**src/rtl/cpu_pkg.sv**
```systemverilog
// Shared CPU definitions: sequencer state encoding and ALU opcode constants.
package cpu_pkg;

    typedef enum logic [3:0] {
        ST_RST  = 4'd0,
        ST_T0   = 4'd1,
        ST_T1   = 4'd2,
        ST_T2   = 4'd3,
        ST_T3   = 4'd4,
        ST_T4   = 4'd5,
        ST_T5   = 4'd6,
        ST_T6   = 4'd7,
        ST_HALT = 4'd8
    } state_t;

    localparam logic [4:0] OP_NONE = 5'b00000;
    localparam logic [4:0] OP_ADD  = 5'b00011;
    localparam logic [4:0] OP_SUB  = 5'b00100;
    localparam logic [4:0] OP_AND  = 5'b00101;
    localparam logic [4:0] OP_OR   = 5'b00110;
    localparam logic [4:0] OP_SHR  = 5'b00111;
    localparam logic [4:0] OP_SHL  = 5'b01000;
    localparam logic [4:0] OP_ROR  = 5'b01001;
    localparam logic [4:0] OP_ROL  = 5'b01010;
    localparam logic [4:0] OP_ADDI = 5'b01011;
    localparam logic [4:0] OP_ANDI = 5'b01100;
    localparam logic [4:0] OP_ORI  = 5'b01101;
    localparam logic [4:0] OP_MUL  = 5'b01110;
    localparam logic [4:0] OP_DIV  = 5'b01111;
    localparam logic [4:0] OP_NEG  = 5'b10000;
    localparam logic [4:0] OP_NOT  = 5'b10001;
    localparam logic [4:0] OP_HALT = 5'b11001;

endpackage

```
**src/rtl/cu_decode.sv**
```systemverilog
// Combinational opcode classifier for the control unit sequencer.
// mul/div are recognised only when CU_MULDIV_EN is defined; otherwise they fall to nop.
module cu_decode
    import cpu_pkg::*;
(
    input  logic [4:0] op,
    output logic       r_alu,
    output logic       imm_alu,
    output logic       unary,
    output logic       muldiv,
    output logic       nop,
    output logic       halt
);

    always_comb begin
        r_alu   = (op >= OP_ADD) && (op <= OP_ROL);
        imm_alu = (op == OP_ADDI) || (op == OP_ANDI) || (op == OP_ORI);
        unary   = (op == OP_NEG) || (op == OP_NOT);
`ifdef CU_MULDIV_EN
        muldiv  = (op == OP_MUL) || (op == OP_DIV);
`else
        muldiv  = 1'b0;
`endif
        halt    = (op == OP_HALT);
        // Anything not claimed above, including 11000, is a nop.
        nop     = !(r_alu || imm_alu || unary || muldiv || halt);
    end

endmodule

```
**src/rtl/control_unit.sv**
```systemverilog
// Moore-style instruction sequencer: fetch (T0-T2), execute (T3-T6), HALT.
// Optional mul/div execution sequence is enabled by defining CU_MULDIV_EN.
module control_unit
    import cpu_pkg::*;
(
    input  logic        Clock,
    input  logic        clear,
    input  logic [31:0] IR,
    input  logic        Stop,
    output logic        PCout,
    output logic        Zhighout,
    output logic        Zlowout,
    output logic        MDRout,
    output logic        HIout,
    output logic        LOout,
    output logic        Cout,
    output logic        PCin,
    output logic        MARin,
    output logic        MDRin,
    output logic        IRin,
    output logic        Yin,
    output logic        Zin,
    output logic        HIin,
    output logic        LOin,
    output logic        IncPC,
    output logic        Read,
    output logic        Gra,
    output logic        Grb,
    output logic        Grc,
    output logic        Rin,
    output logic        Rout,
    output logic [4:0]  opcode,
    output logic        Run
);

    state_t     state_reg;
    logic [4:0] op_field;
    logic       is_r_alu;
    logic       is_imm_alu;
    logic       is_unary;
    logic       is_muldiv;
    logic       is_nop;
    logic       is_halt;
    logic       unused_ir;

    assign op_field  = IR[31:27];
    // Operand fields are consumed by the select/encode logic, not here.
    assign unused_ir = ^IR[26:0];

    cu_decode u_decode (
        .op      (op_field),
        .r_alu   (is_r_alu),
        .imm_alu (is_imm_alu),
        .unary   (is_unary),
        .muldiv  (is_muldiv),
        .nop     (is_nop),
        .halt    (is_halt)
    );

    always_ff @(posedge Clock or negedge clear) begin
        if (!clear) begin
            state_reg <= ST_RST;
        end else begin
            case (state_reg)
                ST_RST:  state_reg <= ST_T0;
                ST_T0:   state_reg <= Stop ? ST_HALT : ST_T1;
                ST_T1:   state_reg <= ST_T2;
                ST_T2: begin
                    if (is_halt)
                        state_reg <= ST_HALT;
                    else if (is_nop)
                        state_reg <= ST_T0;
                    else
                        state_reg <= ST_T3;
                end
                ST_T3:   state_reg <= ST_T4;
                ST_T4:   state_reg <= is_unary ? ST_T0 : ST_T5;
                ST_T5:   state_reg <= is_muldiv ? ST_T6 : ST_T0;
                ST_T6:   state_reg <= ST_T0;
                ST_HALT: state_reg <= ST_HALT;
                default: state_reg <= ST_RST;
            endcase
        end
    end

    // Enables decode straight from the state register, so an asynchronous
    // clear zeroes every output as soon as the state falls back to RST.
    always_comb begin
        PCout    = 1'b0;
        Zhighout = 1'b0;
        Zlowout  = 1'b0;
        MDRout   = 1'b0;
        HIout    = 1'b0;
        LOout    = 1'b0;
        Cout     = 1'b0;
        PCin     = 1'b0;
        MARin    = 1'b0;
        MDRin    = 1'b0;
        IRin     = 1'b0;
        Yin      = 1'b0;
        Zin      = 1'b0;
        HIin     = 1'b0;
        LOin     = 1'b0;
        IncPC    = 1'b0;
        Read     = 1'b0;
        Gra      = 1'b0;
        Grb      = 1'b0;
        Grc      = 1'b0;
        Rin      = 1'b0;
        Rout     = 1'b0;
        opcode   = OP_NONE;
        Run      = 1'b0;
        case (state_reg)
            ST_T0: begin
                Run   = 1'b1;
                PCout = 1'b1;
                MARin = 1'b1;
                IncPC = 1'b1;
                Zin   = 1'b1;
            end
            ST_T1: begin
                Run     = 1'b1;
                Zlowout = 1'b1;
                PCin    = 1'b1;
                Read    = 1'b1;
                MDRin   = 1'b1;
            end
            ST_T2: begin
                Run    = 1'b1;
                MDRout = 1'b1;
                IRin   = 1'b1;
            end
            ST_T3: begin
                Run  = 1'b1;
                Rout = 1'b1;
                if (is_unary) begin
                    Grb    = 1'b1;
                    Zin    = 1'b1;
                    opcode = op_field;
                end else if (is_muldiv) begin
                    Gra = 1'b1;
                    Yin = 1'b1;
                end else begin
                    Grb = 1'b1;
                    Yin = 1'b1;
                end
            end
            ST_T4: begin
                Run = 1'b1;
                if (is_unary) begin
                    Zlowout = 1'b1;
                    Gra     = 1'b1;
                    Rin     = 1'b1;
                end else if (is_muldiv) begin
                    Grb    = 1'b1;
                    Rout   = 1'b1;
                    Zin    = 1'b1;
                    opcode = op_field;
                end else if (is_imm_alu) begin
                    Cout   = 1'b1;
                    Zin    = 1'b1;
                    opcode = op_field;
                end else begin
                    Grc    = 1'b1;
                    Rout   = 1'b1;
                    Zin    = 1'b1;
                    opcode = op_field;
                end
            end
            ST_T5: begin
                Run     = 1'b1;
                Zlowout = 1'b1;
                if (is_muldiv) begin
                    LOin = 1'b1;
                end else begin
                    Gra = 1'b1;
                    Rin = 1'b1;
                end
            end
            ST_T6: begin
                Run      = 1'b1;
                Zhighout = 1'b1;
                HIin     = 1'b1;
            end
            default: ;
        endcase
    end

endmodule

```
**config.mk**
```make
export PLATFORM = sky130hd
export DESIGN_NAME = control_unit
export DESIGN_NICKNAME = d
export VERILOG_FILES = /design/src/rtl/cpu_pkg.sv /design/src/rtl/cu_decode.sv /design/src/rtl/control_unit.sv
export SDC_FILE = /design/constraint.sdc
export NUM_CORES = 1
export LEC_CHECK = 0
export ABC_CLOCK_PERIOD_IN_PS = 4500
export CORE_ASPECT_RATIO = 0.9
export CORE_MARGIN = 3
export CORE_UTILIZATION = 29
export DETAILED_ROUTE_END_ITERATION = 8
export GPL_ROUTABILITY_DRIVEN = 0
export PLACE_DENSITY = 0.91
export SETUP_SLACK_MARGIN = 0.4
export SYNTH_ARGS = -nofsm -noshare
export SYNTH_HDL_FRONTEND = slang
export SYNTH_SLANG_ARGS = --single-unit
```
**constraint.sdc**
```tcl
create_clock -name Clock -period 4.5 [get_ports Clock]
set_input_delay 0.9 -clock Clock [delete_from_list [all_inputs] [get_ports Clock]]
set_output_delay 0.9 -clock Clock [all_outputs]
set_load 0.01 [all_outputs]
```
# == After elaboration in Yosys (flattened, before gate mapping) ==
# Index checks and enable logic that the tools add are counted.
# word_totals
ff_bits,4
output_inout_bits,28
inputBits,35
word_cells,55
# op_classes
muxes,27
reduce_logical,11
n_eq_ne,14
magnitude_cmp,2
# ops
cell,n
$pmux 4 s7,1
$eq 4x3->1 const B,4
$eq 5x4->1 const B,3
$eq 5x5->1 const B,3
$mux 1,15
$mux 5,2
$pmux 5 s2,1
$eq 4x2->1 const B,2
$mux 4,2
$reduce_or 7->1,1
$logic_or 1x1->1,6
$mux 3,2
$pmux 1 s2,3
$ge 5x2->1 const B,1
$le 5x4->1 const B,1
$eq 4x1->1 const B,1
$eq 4x4->1 const B,1
$logic_not 4->1,1
$pmux 1 s3,1
$reduce_or 3->1,1
$reduce_or 2->1,1
$logic_and 1x1->1,1

# == Longest topological paths before layout ==
# Gate-level depths: netlist of the first run.
# logic_depth
depth_word,9
ltp_mapped,6
depth_no_buf,5

# == Modules after synthesis ==
# Synthesis of the first run repeated with hierarchy kept, for this count alone.
# unflattened
cells_unflattened,97
hier_area_um2,649.4
# by_module_without_submodules
module,seq_area_each_um2,cells_each,area_each_um2,n_inst
control_unit,100.1,79,535.5,1
cu_decode,0.0,18,113.9,1

# == Worst setup path before layout of the first run ==
# OpenSTA, ideal clock, no wires.
# synth_path
path_kind,in2out
from,input IR[28]
to,output Rin
slack_ps,1827
arrival_ps,1773
cell_stages,4
path_buffers,1
required_ps,3600
cell_sequence,nor4b_4 > a21oi_1 > nor2_1 > buf_4
# synth_via
elab_chain_cells,4
word_cells_on_any_way,5
cone_classes,eq/ne: 2; mux: 2; reduce/logical: 1
# synth_rtl
element,line,rtl
start: declaration,control_unit.sv:8,"input logic [31:0] IR,"
$eq 5x5->1,cu_decode.sv:18,unary = (op == OP_NEG) || (op == OP_NOT);
$logic_or 1x1->1 *,cu_decode.sv:18,
$mux 1 *,-,
$pmux 1 s2 *,control_unit.sv:113,case (state_reg)
end: declaration,control_unit.sv:30,"output logic Rin,"
# Every way passes the cells marked *; elsewhere a longest branch is shown, timed or not.

# == Worst setup path after layout of the first run ==
# layout_path
from,input IR[28]
to,output opcode[0]
# layout_via
elab_chain_cells,4
word_cells_on_any_way,6
cone_classes,eq/ne: 2; mux: 3; reduce/logical: 1
# layout_rtl
element,line,rtl
$eq 5x5->1,cu_decode.sv:18,
$logic_or 1x1->1 *,cu_decode.sv:18,
$mux 5 (on tied branches),"control_unit.sv:150, control_unit.sv:136",
$pmux 5 s2 *,control_unit.sv:113,
end: declaration,control_unit.sv:32,"output logic [4:0] opcode,"
# Marked as above.

==> results.json, run 1 <==
{
  "hpwl_mm": 1.13,
  "ys_seq_area_share_pct": 18.5,
  "initial_core_util_pct": 31.6,
  "clockRootBuffer": "clkbuf_4",
  "finalHoldViolations": 0,
  "h-tree-depth": 1,
  "post_cts_resized": 0,
  "netlist-cell-type-count": 31,
  "power.density_nw_per_um2": 486,
  "ios": 63,
  "slew_violations": 0,
  "cellLeakagePower_nw": 0.342,
  "crit_required_ns": 3.60,
  "largest_reg_flops": 4,
  "p_int_uw": 241,
  "fin_crit_sh_pct": 84.3,
  "synth_area_um2": 542,
  "drive_above_1_share_pct": 8.25,
  "diodes": 0,
  "crit_path_start_kind": "input port",
  "final.min_clock_period_ns": 3.79,
  "drc": 0,
  "cts_setup_buffers": 0,
  "yosysTopAreaCell": "dfrtp_1",
  "grt_max_degree": 12,
  "final_cell_mix": "clkdlybuf4s50_1 (32), nor2_1 (7), nand2_1 (6), nand2b_1 (5), nor2b_1 (5)",
  "fin_util_pct": 48.8,
  "io_buffers": 32,
  "ys_seq_elements": 4,
  "hold_buffers": 0,
  "hold_path_class": "reg -> reg",
  "yosysWarningCount": 0,
  "cts_tree": "yes",
  "critPathKind": "in -> out",
  "tns_ns": 0,
  "dieArea_um2": 2420,
  "clockPowerShare_pct": 10.7,
  "yosys-top-cells-area": "dfrtp_1 (18%), buf_4 (14%), nand2b_1 (5.8%)",
  "grt_use_total_pct": 11.6,
  "final_area_um2": 837,
  "wl_per_cell_um": 11.0,
  "core_um2": 1720,
  "fin_skew_ns": 0.000845,
  "setup_viol": 0,
  "whs_ns": 0.698,
  "rows": 14,
  "die_w_um": 51.6,
  "ant_nets": 0,
  "net-switching-power_uw": 165,
  "nets": 134,
  "clkTransAtPathRegs_ns": 0.04,
  "first_pass_iters": 4,
  "drtIter0Drc": 9,
  "p_sw_share_pct": 40.7,
  "peakVddDrop_uv": 186,
  "grt-ovfl-total": 0,
  "grt_pass1_wl_mm": 2.09,
  "drv_cap": 0,
  "arrival_ns": 2.89,
  "areaGrowthSynthToFinish_pct": 54.5,
  "vias": 576,
  "end_kind": "primary output",
  "clockBufferDepth": 2,
  "syn_area_per_cell_um2": 7.52,
  "cp_max_fo": 7,
  "antenna_found_initial": 0,
  "routed_wl_mm": 1.34,
  "max_freq_ghz": 0.264,
  "cts_sinks": 4,
  "grt_pass1_vias": 522,
  "avgViaCountPerCell": 4.76,
  "fp.dieH_um": 47.0,
  "clk-insertion-delay-late_ns": 0.23,
  "cts_buffers": 3,
  "rsz0062_at_grt": "false",
  "status": "complete, no violations",
  "synth_top_area_share_pct": 18.5,
  "comb_power_share_pct": 68.6,
  "syn_inst": 72,
  "placed_cell_area_um2": 815,
  "power_frac_seq_pct": 20.7,
  "layout_commonest_cell": "clkdlybuf4s50_1"
}
path summary, 6_finish.rpt:
| path | startpoint | endpoint | slack (ns) | cells past startpoint |
|---|---|---|---|---|
| min in group asynchronous | clear | state_reg[2] | 0.87 | 1 |
| worst min register to register | state_reg[3] | state_reg[0] | 0.70 | 2 |
| worst max register to register | state_reg[0] | state_reg[3] | 3.18 | 5 |
| worst min-delay path | state_reg[3] | state_reg[0] | 0.70 | 2 |
| max in group asynchronous | clear | state_reg[0] | 3.47 | 1 |
| worst max-delay path | IR[28] | opcode[0] | 0.71 | 5 |
per-layer routing:
metal  vias up  wire length (µm)  GRT usage (%)
met1       263               552           13.1
li1        289                 -              -
met4         0                15           6.28
met5         -                 0              0
met3         2                74           1.90
met2        22               692           21.3
cell families (layout without fill, tap and decap cells):
kind of cell	Yosys count	after routing	synth area share [%]
buf+inv	16	39	18.5
flops	4	4	18.5
simple gates	36	36	42.0
other cells	1	3	0.692
compound gates	14	14	18.5
mux	1	1	1.85
synth_stat cells, drive strengths merged:
cell and number:
inv 4, nor2 7, and2 3, nor3 1
nand3b 1, a21o 2, nand2b 5, conb 1
nor2b 5, a211o 2, o21ai 2, buf 12
nor3b 2, nand2 6, nand3 1, o311ai 2
a211oi 1, nand4b 1, mux2i 1, a31o 1
a21oi 3, and4bb 1, o211ai 1, dfrtp 4
nor4b 2, or3 1
worst max-delay path, cell delays in order:
cell and delay (ns):
clkdlybuf4s50_1 0.54, nor4b_4 0.54, mux2i_1 0.34, nor2b_1 0.08
clkdlybuf4s50_1 0.48
power groups by stage:
stage          sequential [mW]  combinational, mW  clock (mW)
3_3_place_gp            0.0816              0.278           0
3_5_place_dp            0.0838              0.283           0
4_1_cts                 0.0835              0.284      0.0461
2_1_floorplan           0.0631              0.186           0
6_report                0.0844              0.279      0.0434
5_1_grt                 0.0881              0.308      0.0511
final cells by class:
class / count / area, µm²
flip-flops and latches: 4 / 100
well taps: 24 / 30.0
repair buffers: 32 / 320
multi-input cells: 54 / 349
fillers: 187 / 880
inverters: 4 / 15.0
clock buffers: 3 / 22.5
per-stage QoR:
stage	total power, mW	worst slack, ns	std cells
floorplan	0.250	1.83	74
global placement	0.359	0.783	118
detailed placement	0.367	0.700	118
CTS	0.414	0.700	121
global route	0.447	0.555	121
finish	0.407	0.708	121
Note: power is estimated with default switching activity, not from simulation.
==> run 2, diff against run 1 <==
--- a/config.mk
+++ b/config.mk
@@ -5,13 +5,13 @@
 export SDC_FILE = /design/constraint.sdc
 export NUM_CORES = 1
 export LEC_CHECK = 0
-export ABC_CLOCK_PERIOD_IN_PS = 4500
+export ABC_CLOCK_PERIOD_IN_PS = 3850
 export CORE_ASPECT_RATIO = 0.9
 export CORE_MARGIN = 3
-export CORE_UTILIZATION = 29
+export CORE_UTILIZATION = 26
 export DETAILED_ROUTE_END_ITERATION = 8
 export GPL_ROUTABILITY_DRIVEN = 0
-export PLACE_DENSITY = 0.91
+export PLACE_DENSITY = 0.83
 export SETUP_SLACK_MARGIN = 0.4
 export SYNTH_ARGS = -nofsm -noshare
 export SYNTH_HDL_FRONTEND = slang
==> constraint.sdc (replaced) <==
create_clock -name Clock -period 3.85 [get_ports Clock]
set_input_delay 0.77 -clock Clock [delete_from_list [all_inputs] [get_ports Clock]]
set_output_delay 0.77 -clock Clock [all_outputs]
set_load 0.01 [all_outputs]
==> run 2 against run 1 <==
Sequential share of layout area is 0.51 points lower. Register-to-register slack worse by 0.64 ns. Cell count is 3.3% higher. Via count is 1.0% higher. Flip-flop and latch count stayed put. Design area is 4.5% higher. Power is 17% higher. Clock power is 19% higher. Highest routed layer unchanged. Largest cell class unchanged. Non-clock buffer count is 3 higher.
==> results.json, run 2 (same netlist as run 1, synthesis figures left out) <==
{
  "critPathKind": "in -> out",
  "clockBufferDepth": 2,
  "final_cell_mix": "clkdlybuf4s50_1 (28), nor2_1 (7), nand2_1 (6), nand2b_1 (5), nor2b_1 (5)",
  "cp_num_buf_inv": 2,
  "peakVddDrop_uv": 248,
  "rsz0062_at_grt": "false",
  "grt_use_total_pct": 10.6,
  "diodes": 0,
  "grt_pass1_vias": 515,
  "rows": 15,
  "slowest_stage": "clkdlybuf4s50_1",
  "cts_sinks": 4,
  "fin_crit_sh_pct": 86.6,
  "drv_cap": 0,
  "initial_core_util_pct": 27.8,
  "areaGrowthSynthToFinish_pct": 61.4,
  "routed_wl_mm": 1.38,
  "final.min_clock_period_ns": 3.33,
  "first_pass_iters": 4,
  "avgViaCountPerCell": 4.66,
  "cp_slowest_stage_delay_ns": 0.57,
  "setup_viol": 0,
  "antenna_found_initial": 0,
  "crit_required_ns": 3.08,
  "h-tree-depth": 1,
  "core_um2": 1950,
  "finalHoldViolations": 0,
  "grt_pass1_wl_mm": 2.14,
  "io_buffers": 32,
  "drc": 0,
  "status": "complete, no violations",
  "hold_buffers": 0,
  "slew_violations": 0,
  "max_freq_ghz": 0.300,
  "fill_cells": 212,
  "crit_path_start_kind": "input port",
  "clkTransAtPathRegs_ns": 0.04,
  "multi_input_area_um2": 353,
  "cts_buffers": 3,
  "wl_per_cell_um": 11.0,
  "hpwl_mm": 1.11,
  "tns_ns": 0,
  "seq_area_um2": 100,
  "clockRootBuffer": "clkbuf_4",
  "drtIter0Drc": 10,
  "vias": 582,
  "grt-ovfl-total": 0,
  "critPathTopFamily": "buffers and inverters",
  "placed_cell_area_um2": 816,
  "fin_skew_ns": 0.000305,
  "ant_nets": 0,
  "cp_common_cell": "clkdlybuf4s50_1",
  "drive_above_1_share_pct": 12.0,
  "power.density_nw_per_um2": 545,
  "layout_commonest_cell": "clkdlybuf4s50_1",
  "total_power_uw": 477,
  "grt_max_degree": 12,
  "largest_reg_flops": 4,
  "end_kind": "primary output",
  "cts_tree": "yes",
  "path_cells": "clkdlybuf4s50_1 -> nor4b_4 -> mux2i_2 -> nand2_1 -> clkdlybuf4s50_1",
  "fp.dieH_um": 49.3,
  "clk-insertion-delay-late_ns": 0.23,
  "die_w_um": 54.1,
  "final_area_um2": 875,
  "arrival_ns": 2.56,
  "cp_max_fo": 6,
  "dieArea_um2": 2670,
  "nets": 137,
  "cellLeakagePower_nw": 0.403,
  "ios": 63,
  "hold_path_class": "reg -> reg"
}
## run 2: timing repair
action | 4_1_cts | 5_1_grt
buffers inserted | 1 | 2
pin swaps | 1 | 1
setup endpoints to repair | 3 | 9
resized for setup | 0 | 5
## run 2: worst paths after layout
path,start,end,slack (ns),cells past startpoint
worst max-delay path,IR[31],Zin,0.52,5
worst min-delay path,state_reg[3],state_reg[0],0.70,2
worst max register to register,state_reg[1],state_reg[2],2.54,3
worst min register to register,state_reg[3],state_reg[0],0.70,2
max in group asynchronous,clear,state_reg[0],2.96,1
min in group asynchronous,clear,state_reg[1],0.73,1
## run 2: final cells by class
| cell class | count | area share [%] |
|---|---|---|
| multi-input cells | 54 | 40.3 |
| repair buffers | 35 | 40.3 |
| flip-flops and latches | 4 | 11.4 |
| well taps | 25 | 3.58 |
| clock buffers | 3 | 2.58 |
| inverters | 4 | 1.72 |
## run 2: worst reg2reg max path, stage by stage (launching register included)
cell and delay [ns]:
dfrtp_1 0.46, and4bb_1 0.42, nand2b_1 0.17, o311ai_1 0.14
## run 2: where the power goes
part           internal (mW)  leakage (nW)  switching [mW]
sequential            0.0603        0.0516          0.0364
combinational          0.188         0.338           0.141
clock                 0.0349        0.0138          0.0170
## run 2: routing by layer
layer,share of wire (%),GRT usage [%],vias up,routed length [µm]
li1,-,-,293,-
met1,44,13.3,269,605
met2,49,16.3,18,675
met3,5.8,1.83,2,80
met4,1.0,6.64,0,14
met5,0,0,-,0
## run 2: stage by stage
step	utilization, %	setup WS [ns]	std cells	hold slack [ns]
floorplan	-	1.44	74	0.474
global placement	41.8	0.379	119	0.687
detailed placement	41.8	0.366	119	0.697
CTS	43.3	0.411	123	0.712
global route	44.8	0.410	125	0.733
finish	44.8	0.516	125	0.701
==> run 3, diff against run 2 <==
--- a/config.mk
+++ b/config.mk
@@ -5,13 +5,13 @@
 export SDC_FILE = /design/constraint.sdc
 export NUM_CORES = 1
 export LEC_CHECK = 0
-export ABC_CLOCK_PERIOD_IN_PS = 3850
+export ABC_CLOCK_PERIOD_IN_PS = 2840
 export CORE_ASPECT_RATIO = 0.9
 export CORE_MARGIN = 3
-export CORE_UTILIZATION = 26
+export CORE_UTILIZATION = 24
 export DETAILED_ROUTE_END_ITERATION = 8
 export GPL_ROUTABILITY_DRIVEN = 0
-export PLACE_DENSITY = 0.83
+export PLACE_DENSITY = 0.81
 export SETUP_SLACK_MARGIN = 0.4
 export SYNTH_ARGS = -nofsm -noshare
 export SYNTH_HDL_FRONTEND = slang
==> constraint.sdc (replaced) <==
create_clock -name Clock -period 2.84 [get_ports Clock]
set_input_delay 0.568 -clock Clock [delete_from_list [all_inputs] [get_ports Clock]]
set_output_delay 0.568 -clock Clock [all_outputs]
set_load 0.01 [all_outputs]
==> run 3 against run 2 <==
Routed wire length rose by 17%. Global-route usage rose by 0.27 points. Combinational power increased by 39%. First-iteration DRC count increased by 10%. Die area grew 7.4%. Design area increased by 6.0%. Via count increased by 8.2%. Largest cell class is now buffers.
==> results.json, run 3 (same netlist as run 1, synthesis figures left out) <==
{
  "p_sw_share_pct": 42.0,
  "clockPowerShare_pct": 10.4,
  "cellLeakagePower_nw": 0.460,
  "fp.dieH_um": 51.1,
  "crit_required_ns": 2.27,
  "total_power_uw": 660,
  "status": "complete, no violations",
  "io_buffers": 32,
  "drc": 0,
  "grt_pass1_vias": 628,
  "finalHoldViolations": 0,
  "arrival_ns": 1.80,
  "setup_viol": 0,
  "clkTransAtPathRegs_ns": 0.04,
  "rows": 15,
  "end_kind": "primary output",
  "cp_max_fo": 11,
  "clockBufferDepth": 2,
  "routed_wl_mm": 1.61,
  "ant_nets": 0,
  "largest_reg_flops": 4,
  "h-tree-depth": 1,
  "final_cell_mix": "clkdlybuf4s50_1 (17), dlygate4sd2_1 (11), buf_4 (10), nor2_1 (7), nand2_1 (6)",
  "setup_slack_ns": 0.475,
  "cp_num_buf_inv": 1,
  "first_pass_iters": 4,
  "net-switching-power_uw": 278,
  "diodes": 0,
  "fin_crit_sh_pct": 83.3,
  "avgViaCountPerCell": 4.74,
  "hold_path_class": "in -> async",
  "antenna_found_initial": 0,
  "slowest_stage": "clkdlybuf4s50_1",
  "drtIter0Drc": 11,
  "final_area_um2": 927,
  "power.density_nw_per_um2": 712,
  "drive_above_1_share_pct": 25.0,
  "critPathTopFamily": "simple AND/OR/NAND/NOR gates",
  "grt-ovfl-total": 0,
  "path_cells": "and4bb_4 -> and2_1 -> clkdlybuf4s50_1",
  "ios": 63,
  "grt_max_degree": 12,
  "grt_use_total_pct": 10.9,
  "cts_buffers": 3,
  "crit_path_start_kind": "flop",
  "peakVddDrop_uv": 269,
  "power_frac_seq_pct": 20.6,
  "die_w_um": 56.1,
  "p_int_uw": 383,
  "wl_per_cell_um": 12.1,
  "final.min_clock_period_ns": 2.37,
  "fin_util_pct": 45.7,
  "clockRootBuffer": "clkbuf_4",
  "vias": 630,
  "slew_violations": 0,
  "drv_cap": 0,
  "nets": 145,
  "fin_skew_ns": 0.00459,
  "rsz0062_at_grt": "false",
  "hpwl_mm": 1.25,
  "clk-insertion-delay-late_ns": 0.23,
  "place_ws_ns": -0.0959,
  "core_um2": 2030,
  "hold_buffers": 0,
  "cts_tree": "yes",
  "critPathKind": "reg -> out",
  "cp_slowest_stage_delay_ns": 0.53,
  "initial_core_util_pct": 26.7,
  "placed_cell_area_um2": 868,
  "max_freq_ghz": 0.423,
  "areaGrowthSynthToFinish_pct": 71.1,
  "dieArea_um2": 2860,
  "comb_power_share_pct": 69.1,
  "layout_commonest_cell": "clkdlybuf4s50_1",
  "grt_pass1_wl_mm": 2.50,
  "cts_sinks": 4
}
## run 3: area by class of cell
cell class	count	area (µm²)
Clock buffer	3	22.5
Tap cell	25	31.3
Sequential cell	4	101
Multi-Input combinational cell	54	377
Timing Repair Buffer	43	380
Inverter	4	15.0
Fill cell	212	1100
## run 3: stage by stage
step | setup TNS (ns) | std cells | hold slack, ns
2_1_floorplan | 0 | 74 | 0.272
5_1_grt | 0 | 133 | 0.546
3_3_place_gp | -0.154 | 126 | 0.684
6_report | 0 | 133 | 0.539
4_1_cts | 0 | 131 | 0.534
3_5_place_dp | -0.269 | 126 | 0.698
## run 3: power groups by stage
stage	Combinational, mW	Sequential, mW	Clock, mW
after global routing	0.493	0.141	0.0753
after global placement	0.452	0.129	0
final	0.456	0.136	0.0686
after floorplan	0.295	0.100	0
after CTS	0.455	0.132	0.0727
after detailed placement	0.460	0.134	0
## run 3: routing by layer
metal	wire length [µm]	global-route usage, %	part of all wire, %	up-vias
li1	-	-	-	308
met1	648	10.7	40	295
met2	815	20.8	51	27
met3	144	2.78	9.0	0
met4	0	5.93	0	0
met5	0	0	0	-
## run 3: repair_timing
action	CTS	global route
pin swaps	0	1
gates resized for setup	29	3
gates cloned	0	0
buffers inserted	2	2
endpoints found under the setup margin	13	6
## run 3: worst paths after layout
check                           cells after the start          from      endpoint  slack [ns]
worst max-delay path                                3  state_reg[1]     opcode[1]        0.47
worst min-delay path                                1         clear  state_reg[1]        0.54
worst max register to register                      5  state_reg[1]  state_reg[2]        1.39
worst min register to register                      2  state_reg[3]  state_reg[0]        0.64
max in group asynchronous                           1         clear  state_reg[3]        2.12
min in group Clock                                  2  state_reg[3]  state_reg[0]        0.64
## run 3: worst reg2reg max path, stage by stage, from the launching register on
cell and delay, ns:
dfrtp_1 0.48, and4bb_4 0.42, buf_4 0.13, nand2b_4 0.06
buf_4 0.13, o311ai_1 0.10
